**config.mk**
```make
export PLATFORM = sky130hd
export DESIGN_NAME = mem_arbiter
export DESIGN_NICKNAME = d
export VERILOG_FILES = /design/src/rtl/cache_pkg.sv /design/src/rtl/word_counter.sv /design/src/rtl/mem_arbiter.sv
export SDC_FILE = /design/constraint.sdc
export NUM_CORES = 1
export LEC_CHECK = 0
export ABC_AREA = 0
export CAP_MARGIN = 10
export CORE_ASPECT_RATIO = 0.9
export CORE_MARGIN = 2
export CORE_UTILIZATION = 38
export DETAILED_ROUTE_END_ITERATION = 6
export GPL_TIMING_DRIVEN = 0
export MAX_ROUTING_LAYER = met4
export PLACE_DENSITY = 0.81
export REMOVE_ABC_BUFFERS = 1
export SYNTH_ARGS = -nofsm -noshare
export SYNTH_HDL_FRONTEND = slang
export SYNTH_SLANG_ARGS = --single-unit
```
**constraint.sdc**
```tcl
create_clock -name clk -period 1.8 [get_ports clk]
set_clock_uncertainty 0.15 [all_clocks]
set_input_delay 0.36 -clock clk [delete_from_list [all_inputs] [get_ports clk]]
set_output_delay 0.36 -clock clk [all_outputs]
set_load 0.01 [all_outputs]
```
**src/rtl/cache_pkg.sv**
```systemverilog
// Shared cache/memory constants and the refill arbiter state encoding.
package cache_pkg;
  localparam int ADDR_W          = 16;
  localparam int DATA_W          = 16;
  localparam int BLK_WORDS_DEF   = 8;   // 16-bit words per 16-byte block
  localparam int MEM_LATENCY_DEF = 4;   // mem_en to mem_data_valid
  localparam int OFF_W           = 4;   // byte offset bits inside a block
  localparam int CNT_W           = 3;   // word index within a block

  typedef enum logic [1:0] {
    IDLE   = 2'd0,
    WRITE  = 2'd1,
    FILL_I = 2'd2,
    FILL_D = 2'd3
  } state_e;
endpackage

```
**src/rtl/word_counter.sv**
```systemverilog
// Word index counter: synchronous clear has priority over increment; wraps naturally.
module word_counter
  import cache_pkg::*;
#(
  parameter int W = CNT_W
) (
  input  logic         clk,
  input  logic         rst_n,
  input  logic         clr_i,
  input  logic         en_i,
  output logic [W-1:0] cnt_o
);
  logic [W-1:0] cnt_q;

  // Count enabled beats, clear on a fresh grant.
  always_ff @(posedge clk) begin
    if (!rst_n)     cnt_q <= '0;
    else if (clr_i) cnt_q <= '0;
    else if (en_i)  cnt_q <= cnt_q + W'(1);
  end

  assign cnt_o = cnt_q;
endmodule

```
**src/rtl/mem_arbiter.sv**
```systemverilog
// Arbitrates write-through stores and I/D block refills onto one memory port.
module mem_arbiter
  import cache_pkg::*;
#(
  parameter int MEM_LATENCY = MEM_LATENCY_DEF,
  parameter int BLK_WORDS   = BLK_WORDS_DEF
) (
  input  logic              clk,
  input  logic              rst_n,
  input  logic              i_miss_req,
  input  logic [ADDR_W-1:0] i_miss_addr,
  input  logic              d_miss_req,
  input  logic [ADDR_W-1:0] d_miss_addr,
  input  logic              d_wr_req,
  input  logic [ADDR_W-1:0] d_wr_addr,
  input  logic [DATA_W-1:0] d_wr_data,
  output logic              mem_en,
  output logic              mem_wr,
  output logic [ADDR_W-1:0] mem_addr,
  output logic [DATA_W-1:0] mem_wdata,
  input  logic [DATA_W-1:0] mem_rdata,
  input  logic              mem_data_valid,
  output logic              fill_we_i,
  output logic              fill_we_d,
  output logic [CNT_W-1:0]  fill_idx,
  output logic [DATA_W-1:0] fill_data,
  output logic              i_fill_done,
  output logic              d_fill_done,
  output logic              d_wr_ack,
  output logic              busy
);
  localparam logic [CNT_W-1:0] LAST = CNT_W'(BLK_WORDS - 1);

  state_e              state_q, state_d;
  logic [ADDR_W-1:0]   addr_q, addr_d;
  logic [DATA_W-1:0]   wdata_q, wdata_d;
  logic                issue_done_q, issue_done_d;
  // One bit per read in flight; the top bit marks the cycle its data is due.
  // Beats with no matching issue (stale after reset, spurious) are dropped.
  logic [MEM_LATENCY-1:0] iss_pipe_q, iss_pipe_d;
  logic                cnt_clr, issue_en, recv_en, beat_ok;
  logic [CNT_W-1:0]    issue_cnt, recv_cnt;

  word_counter #(.W(CNT_W)) u_issue_cnt (
    .clk(clk), .rst_n(rst_n), .clr_i(cnt_clr), .en_i(issue_en), .cnt_o(issue_cnt)
  );
  word_counter #(.W(CNT_W)) u_recv_cnt (
    .clk(clk), .rst_n(rst_n), .clr_i(cnt_clr), .en_i(recv_en), .cnt_o(recv_cnt)
  );

  assign beat_ok    = mem_data_valid && iss_pipe_q[MEM_LATENCY-1];
  assign iss_pipe_d = (iss_pipe_q << 1) | MEM_LATENCY'(issue_en);

  // State, latched request and in-flight tracking registers.
  always_ff @(posedge clk) begin
    if (!rst_n) begin
      state_q      <= IDLE;
      addr_q       <= '0;
      wdata_q      <= '0;
      issue_done_q <= 1'b0;
      iss_pipe_q   <= '0;
    end else begin
      state_q      <= state_d;
      addr_q       <= addr_d;
      wdata_q      <= wdata_d;
      issue_done_q <= issue_done_d;
      iss_pipe_q   <= iss_pipe_d;
    end
  end

  // Next state, grant and memory/fill outputs; everything is forced low in reset.
  always_comb begin
    state_d      = state_q;
    addr_d       = addr_q;
    wdata_d      = wdata_q;
    issue_done_d = issue_done_q;
    cnt_clr      = 1'b0;
    issue_en     = 1'b0;
    recv_en      = 1'b0;
    mem_en       = 1'b0;
    mem_wr       = 1'b0;
    mem_addr     = '0;
    mem_wdata    = '0;
    fill_we_i    = 1'b0;
    fill_we_d    = 1'b0;
    fill_idx     = '0;
    fill_data    = '0;
    i_fill_done  = 1'b0;
    d_fill_done  = 1'b0;
    d_wr_ack     = 1'b0;
    busy         = (state_q != IDLE);

    case (state_q)
      IDLE: begin
        if (d_wr_req || d_miss_req || i_miss_req) begin
          cnt_clr      = 1'b1;
          issue_done_d = 1'b0;
        end
        if (d_wr_req) begin
          state_d = WRITE;
          addr_d  = d_wr_addr;
          wdata_d = d_wr_data;
        end else if (d_miss_req) begin
          state_d = FILL_D;
          addr_d  = d_miss_addr;
        end else if (i_miss_req) begin
          state_d = FILL_I;
          addr_d  = i_miss_addr;
        end
      end
      WRITE: begin
        mem_en    = 1'b1;
        mem_wr    = 1'b1;
        mem_addr  = addr_q;
        mem_wdata = wdata_q;
        d_wr_ack  = 1'b1;
        state_d   = IDLE;
      end
      FILL_I, FILL_D: begin
        if (!issue_done_q) begin
          mem_en   = 1'b1;
          mem_addr = {addr_q[ADDR_W-1:OFF_W], issue_cnt, 1'b0};
          issue_en = 1'b1;
          if (issue_cnt == LAST) issue_done_d = 1'b1;
        end
        if (beat_ok) begin
          recv_en   = 1'b1;
          fill_we_i = (state_q == FILL_I);
          fill_we_d = (state_q == FILL_D);
          fill_idx  = recv_cnt;
          fill_data = mem_rdata;
          if (recv_cnt == LAST) begin
            i_fill_done = (state_q == FILL_I);
            d_fill_done = (state_q == FILL_D);
            state_d     = IDLE;
          end
        end
      end
      default: state_d = IDLE;
    endcase

    if (!rst_n) begin
      issue_en    = 1'b0;
      recv_en     = 1'b0;
      mem_en      = 1'b0;
      mem_wr      = 1'b0;
      mem_addr    = '0;
      mem_wdata   = '0;
      fill_we_i   = 1'b0;
      fill_we_d   = 1'b0;
      fill_idx    = '0;
      fill_data   = '0;
      i_fill_done = 1'b0;
      d_fill_done = 1'b0;
      d_wr_ack    = 1'b0;
      busy        = 1'b0;
    end
  end
endmodule

```
Word-level counts from Yosys, hierarchy flattened:

Index checks and enable logic that the tools add are counted.

* bits of input ports: 86
* word-level logic and storage cells: 84
* bits in registers: 45
* output and inout bits: 59

* equal/unequal tests: 9
* $add $sub $neg: 2
* bitwise logic cells: 2
* multiplexer cells: 51
* reduce and logical (&&, ||, !) cells: 13

Operators with widths (count)
* 2-to-1 mux 16 bit: 10
* case mux 16 bit (2 select lines): 1
* 2-to-1 mux 1 bit: 29
* 2-to-1 mux 2 bit: 5
* 2-to-1 mux 3 bit: 3
* adder 3 x 1 -> 3 bit (second input constant): 2
* == test 3 bit (second input constant): 2
* inequality test 2 bit (second input constant): 3
* case mux 2 bit (3 select lines): 1
* AND reduction 2 bit: 3
* == test 2 bit (second input constant): 2
* inequality test 4 bit (second input constant): 1
* OR 4 x 1 -> 4 bit: 1
* case mux 1 bit (2 select lines): 2
* nonzero test 2 bit: 2
* OR reduction 2 bit: 2
* AND reduction 3 bit: 1
* nonzero test 3 bit: 1
* == test 2 x 1 -> 1 bit (second input constant): 1
* logical NOT 2 bit: 1
* logical OR 1 bit: 2
* logical AND 1 bit: 1
* NOT 1 bit: 1

Depth between registers and ports, before layout:

* word-level depth: 5
* mapped depth: 6
* gate-level depth less buffers: 5

Modules after synthesis:

From an unflattened synthesis, not the netlist that was laid out.

* cell total of the unflattened synthesis: 291
* area total of the unflattened synthesis: 2443.6 um2

Modules (own cells, without submodules)
* mem_arbiter: area each 2188.3 um2, cells each 267, seq. area each 780.7 um2, instances 1
* word_counter: area each 127.6 um2, cells each 12, seq. area each 60.1 um2, instances 2

Worst setup path before layout:

No wires, ideal clock.

* kind: reg2out
* start: register state_q[0]
* end: output port mem_wr
* buffers on the path: 3
* required time: 1290 ps
* path slack: 71 ps
* arrival: 1219 ps
* cell stages (with the launch flop): 6
* path through: dfxtp_1 > buf_2 > nor2b_1 > clkbuf_1 > and2_1 > buf_4

* longest elaborated chain between the ends: 3

Ends and longest elaborated chain
* start: declaration: RTL line mem_arbiter.sv:34 `state_e state_q, state_d;`
* start signal: assignment: RTL line mem_arbiter.sv:63 `state_q <= state_d;`
* == test 2 x 1 -> 1 bit
* 2-to-1 mux 1 bit (2 in a row)
* end: declaration: RTL line mem_arbiter.sv:18 `output logic mem_wr,`

No other way between the ends.

Final worst setup path:

* start: register state_q[1]
* end: output port mem_wdata[12]

* longest elaborated chain between the ends: 3

Ends and longest elaborated chain
* == test 2 x 1 -> 1 bit: RTL line mem_arbiter.sv:93 `case (state_q)`
* 2-to-1 mux 16 bit: RTL line mem_arbiter.sv:93
* 2-to-1 mux 16 bit: RTL line mem_arbiter.sv:142 `if (!rst_n) begin`
* end: declaration: RTL line mem_arbiter.sv:20 `output logic [DATA_W-1:0] mem_wdata,`

No other way between the ends.

==> impl_metrics.py <==
metrics = {
    "floorplanning": {
        "die_w_microns": 88.38,
        "rows": 27,
        "start_util": 0.3960,
        "dieHeight_microns": 79.94,
        "coreArea_sq_um": 6148,
        "die_area_sq_um": 7065,
        "pin_count": 145,
    },
    "job": {
        "max_cap_viol_count": 0,
    },
    "setup_path": {
        "crit_buf_inv": 3,
        "slowest_delay_ns": 0.38,
        "required_ns": 1.29,
        "cp_cell_sequence": "buf_6 > nor2b_4 > buf_6 > and3_4 > buf_6",
        "path_max_fanout": 6,
        "cpLargestDelayFamily": "flip-flops",
        "cp-end-kind": "output port",
        "crit_cells": 5,
        "critPathMostFrequentCell": "buf_6",
        "reg2regPathDepth": 5,
        "worst_path_max_delay_cell": "dfxtp_4",
        "startpoint_type": "flip-flop",
        "worstPathArrival_ns": 1.42,
        "critPathKind": "flip-flop to output port",
    },
    "global_routing": {
        "antenna_found_initial": 0,
        "grt_pass1_vias": 2390,
        "grt_pass1_wl_microns": 11410,
        "grt.overflow.total": 0,
        "grtUsageTotal": 0.2090,
        "grt_start_max_net_pins": 53,
    },
    "route": {
        "totalWireLength_microns": 7548,
        "drcViolationCount": 0,
        "route.antenna.remaining_nets": 0,
        "vias": 2629,
        "viasPerCell": 4.951,
        "wire_per_inst_microns": 14.21,
        "first_pass_iters": 6,
        "drtIter0Drc": 104,
    },
    "sta": {
        "fin_crit_sh": 1.071,
        "holdWs_ns": 0.2756,
        "hold_viol": 0,
        "final_max_slew_viol_count": 0,
        "max_slew_margin": 0.6151,
        "min_period_ns": 1.928,
        "setup_viol": 51,
        "rsz0062_at_grt": "true",
        "fmax_mhz": 518.7,
        "worst_pin_slew_ns": 0.5739,
        "fin_ws_ns": -0.1278,
    },
    "pwr": {
        "irDropWorstVdd_mv": 0.3544,
        "power_density_nw_per_um2": 557.3,
        "p_leak_nw": 1.912,
    },
    "cts": {
        "cts.path.max_buffers": 2,
        "cts_buffers": 5,
        "clk_latency_ns": 0.29,
        "cts_hold_buf": 0,
        "clockRootBuffer": "clkbuf_8",
        "htreeDepth": 2,
        "clock_sinks": 45,
        "cts_tree": "done",
        "clkTransAtPathRegs_ns": 0.09,
    },
    "yosys": {
        "yosys_warnings": 0,
        "synth_cells": 290,
        "synth-async-reset-ratio": 0,
        "synth_edf_count": 0,
        "synthDistinctLibCells": 34,
        "ys_seq_elements": 45,
        "synth_area_sq_um": 2435,
        "avgSynthCellArea_sq_um": 8.396,
        "ys.flop_type": "dfxtp_1",
        "yosysSeqAreaShare": 0.3700,
    },
    "cells_and_area": {
        "drive_gt1_frac": 0.3153,
        "nets": 533,
        "n_fill_cell": 512,
        "multi_input_area_sq_um": 1578,
        "synthToLayoutAreaGrowth_pct": 74.31,
        "fin_util": 0.6903,
        "diodes": 0,
        "area.sequential_sq_um": 913.4,
    },
    "placement": {
        "hpwlAfterDp_microns": 4944,
        "gp_congestion": 0.7147,
        "dp_slack_ns": -2.201,
        "numPortBuffers": 144,
    },
    "outcome": {
        "violations": "setup timing",
        "status": "finished, violations left",
    },
    "min_path": {
        "min_path_cells": 2,
        "hp-class": "input port to flip-flop",
    },
}
[report_power, final]
group	leakage [nW]	switching (mW)	internal [mW]	total, mW
clock network	0.0439	0.342	0.268	0.610
registers	0.371	0.0427	1.07	1.11
logic	1.50	0.270	0.374	0.644
[area by class of cell]
class,instances,area share
Clock inverter,3,0.004127
Timing Repair Buffer,168,0.3635
Clock buffer,5,0.01621
Inverter,4,0.003538
Multi-Input combinational cell,219,0.3718
Tap cell,87,0.02565
Sequential cell,45,0.2152
[worst reg2reg max path: cells and delay by family, from the launching register on]
kind	cells	cell delay, ns
buffers and inverters	2	0.32
AO/OA/AOI/OAI	1	0.19
flip-flops	1	0.38
AND/OR/NAND/NOR	2	0.58
[flip-flops by register name, summed over array words and instances (netlist names)]
register and count:
addr_q 16, iss_pipe_q 4, issue_done_q 1, state_q 2, u_issue_cnt.cnt_o 3, u_recv_cnt.cnt_o 3
wdata_q 16
[routing by layer]
metal	GRT usage	part of all wire	up-vias
li1	-	-	1303
met1	0.2552	0.42	1213
met2	0.3579	0.50	106
met3	0.04033	0.075	7
met4	0.04545	0.0068	0
met5	-	0	-
[repair_timing]
action	CTS	global route
buffers inserted	21	3
setup endpoints to repair	104	91
pin swaps	23	9
gates resized for setup	318	26
gates cloned	4	0
[logic make-up after synthesis]
| group | count (synthesis) | share of synthesized area |
|---|---|---|
| fa+ha+maj | 4 | 0.02056 |
| buf+inv | 30 | 0.06577 |
| xor+xnor | 2 | 0.007196 |
| simple gates | 129 | 0.2837 |
| mux | 18 | 0.07400 |
| compound gates | 62 | 0.1788 |
| flops | 45 | 0.3700 |
[synthesized netlist by cell type (2+ instances only)]
cell      count  area [sq um]
nor3_1        2         10.01
inv_1         4         15.01
a22oi_1       2         15.01
xnor2_1       2         17.52
mux2i_1      18         180.2
and2_1       37         231.5
nand3_1       3         15.01
buf_2         5         25.02
nor2b_1       6         37.54
dfxtp_1      45         900.9
buf_4         5         37.54
a21boi_1      2         15.01
nor2_1        6         22.52
and3_1       18         112.6
ha_1          4         50.05
clkbuf_1     13         48.80
nor3b_1       2         15.01
a31oi_1       2         12.51
o21ai_0      18         90.09
a21boi_0     16         120.1
nand2_1      49         183.9
buf_6         3         33.78
a21oi_1       2         10.01
a22o_1       16         140.1
[stage by stage]
| stage | TNS (ns) | instances | power (mW) | area, sq um |
|---|---|---|---|---|
| final | -3.516 | 531 | 2.365 | 4244 |
| after global routing | -6.530 | 531 | 2.487 | 4244 |
| after CTS | -2.945 | 528 | 2.371 | 4136 |
| after detailed placement | -148.51 | 495 | 1.668 | 3840 |
| after global placement | -143.89 | 495 | 1.649 | 3840 |
| after floorplan | -3.450 | 264 | 1.334 | 2290 |
[cell usage in the layout, fill, tap and decap left out, types with 4 or more instances in the layout]
master | netlist | layout
and3_4 | 0 | 12
dfxtp_1 | 45 | 41
and3_1 | 18 | 6
a21boi_0 | 16 | 16
buf_2 | 5 | 33
clkbuf_8 | 0 | 5
and2_4 | 0 | 12
buf_6 | 3 | 33
buf_4 | 5 | 15
nor2b_4 | 0 | 5
a22o_1 | 16 | 16
o21ai_0 | 18 | 17
clkdlybuf4s50_1 | 0 | 81
nand2_1 | 49 | 49
mux2i_1 | 18 | 18
inv_1 | 4 | 4
nor2_1 | 6 | 6
and2_1 | 37 | 25
[path summary, 6_finish.rpt]
| kind | slack [ns] | start | endpoint |
|---|---|---|---|
| hold / removal | 0.28 | rst_n | wdata_q[4] |
| setup reg to reg | 0.11 | state_q[1] | addr_q[11] |
| hold reg to reg | 0.29 | iss_pipe_q[2] | iss_pipe_q[3] |
| setup / recovery | -0.13 | state_q[1] | mem_wdata[12] |
Note: power is estimated with default switching activity, not from simulation.
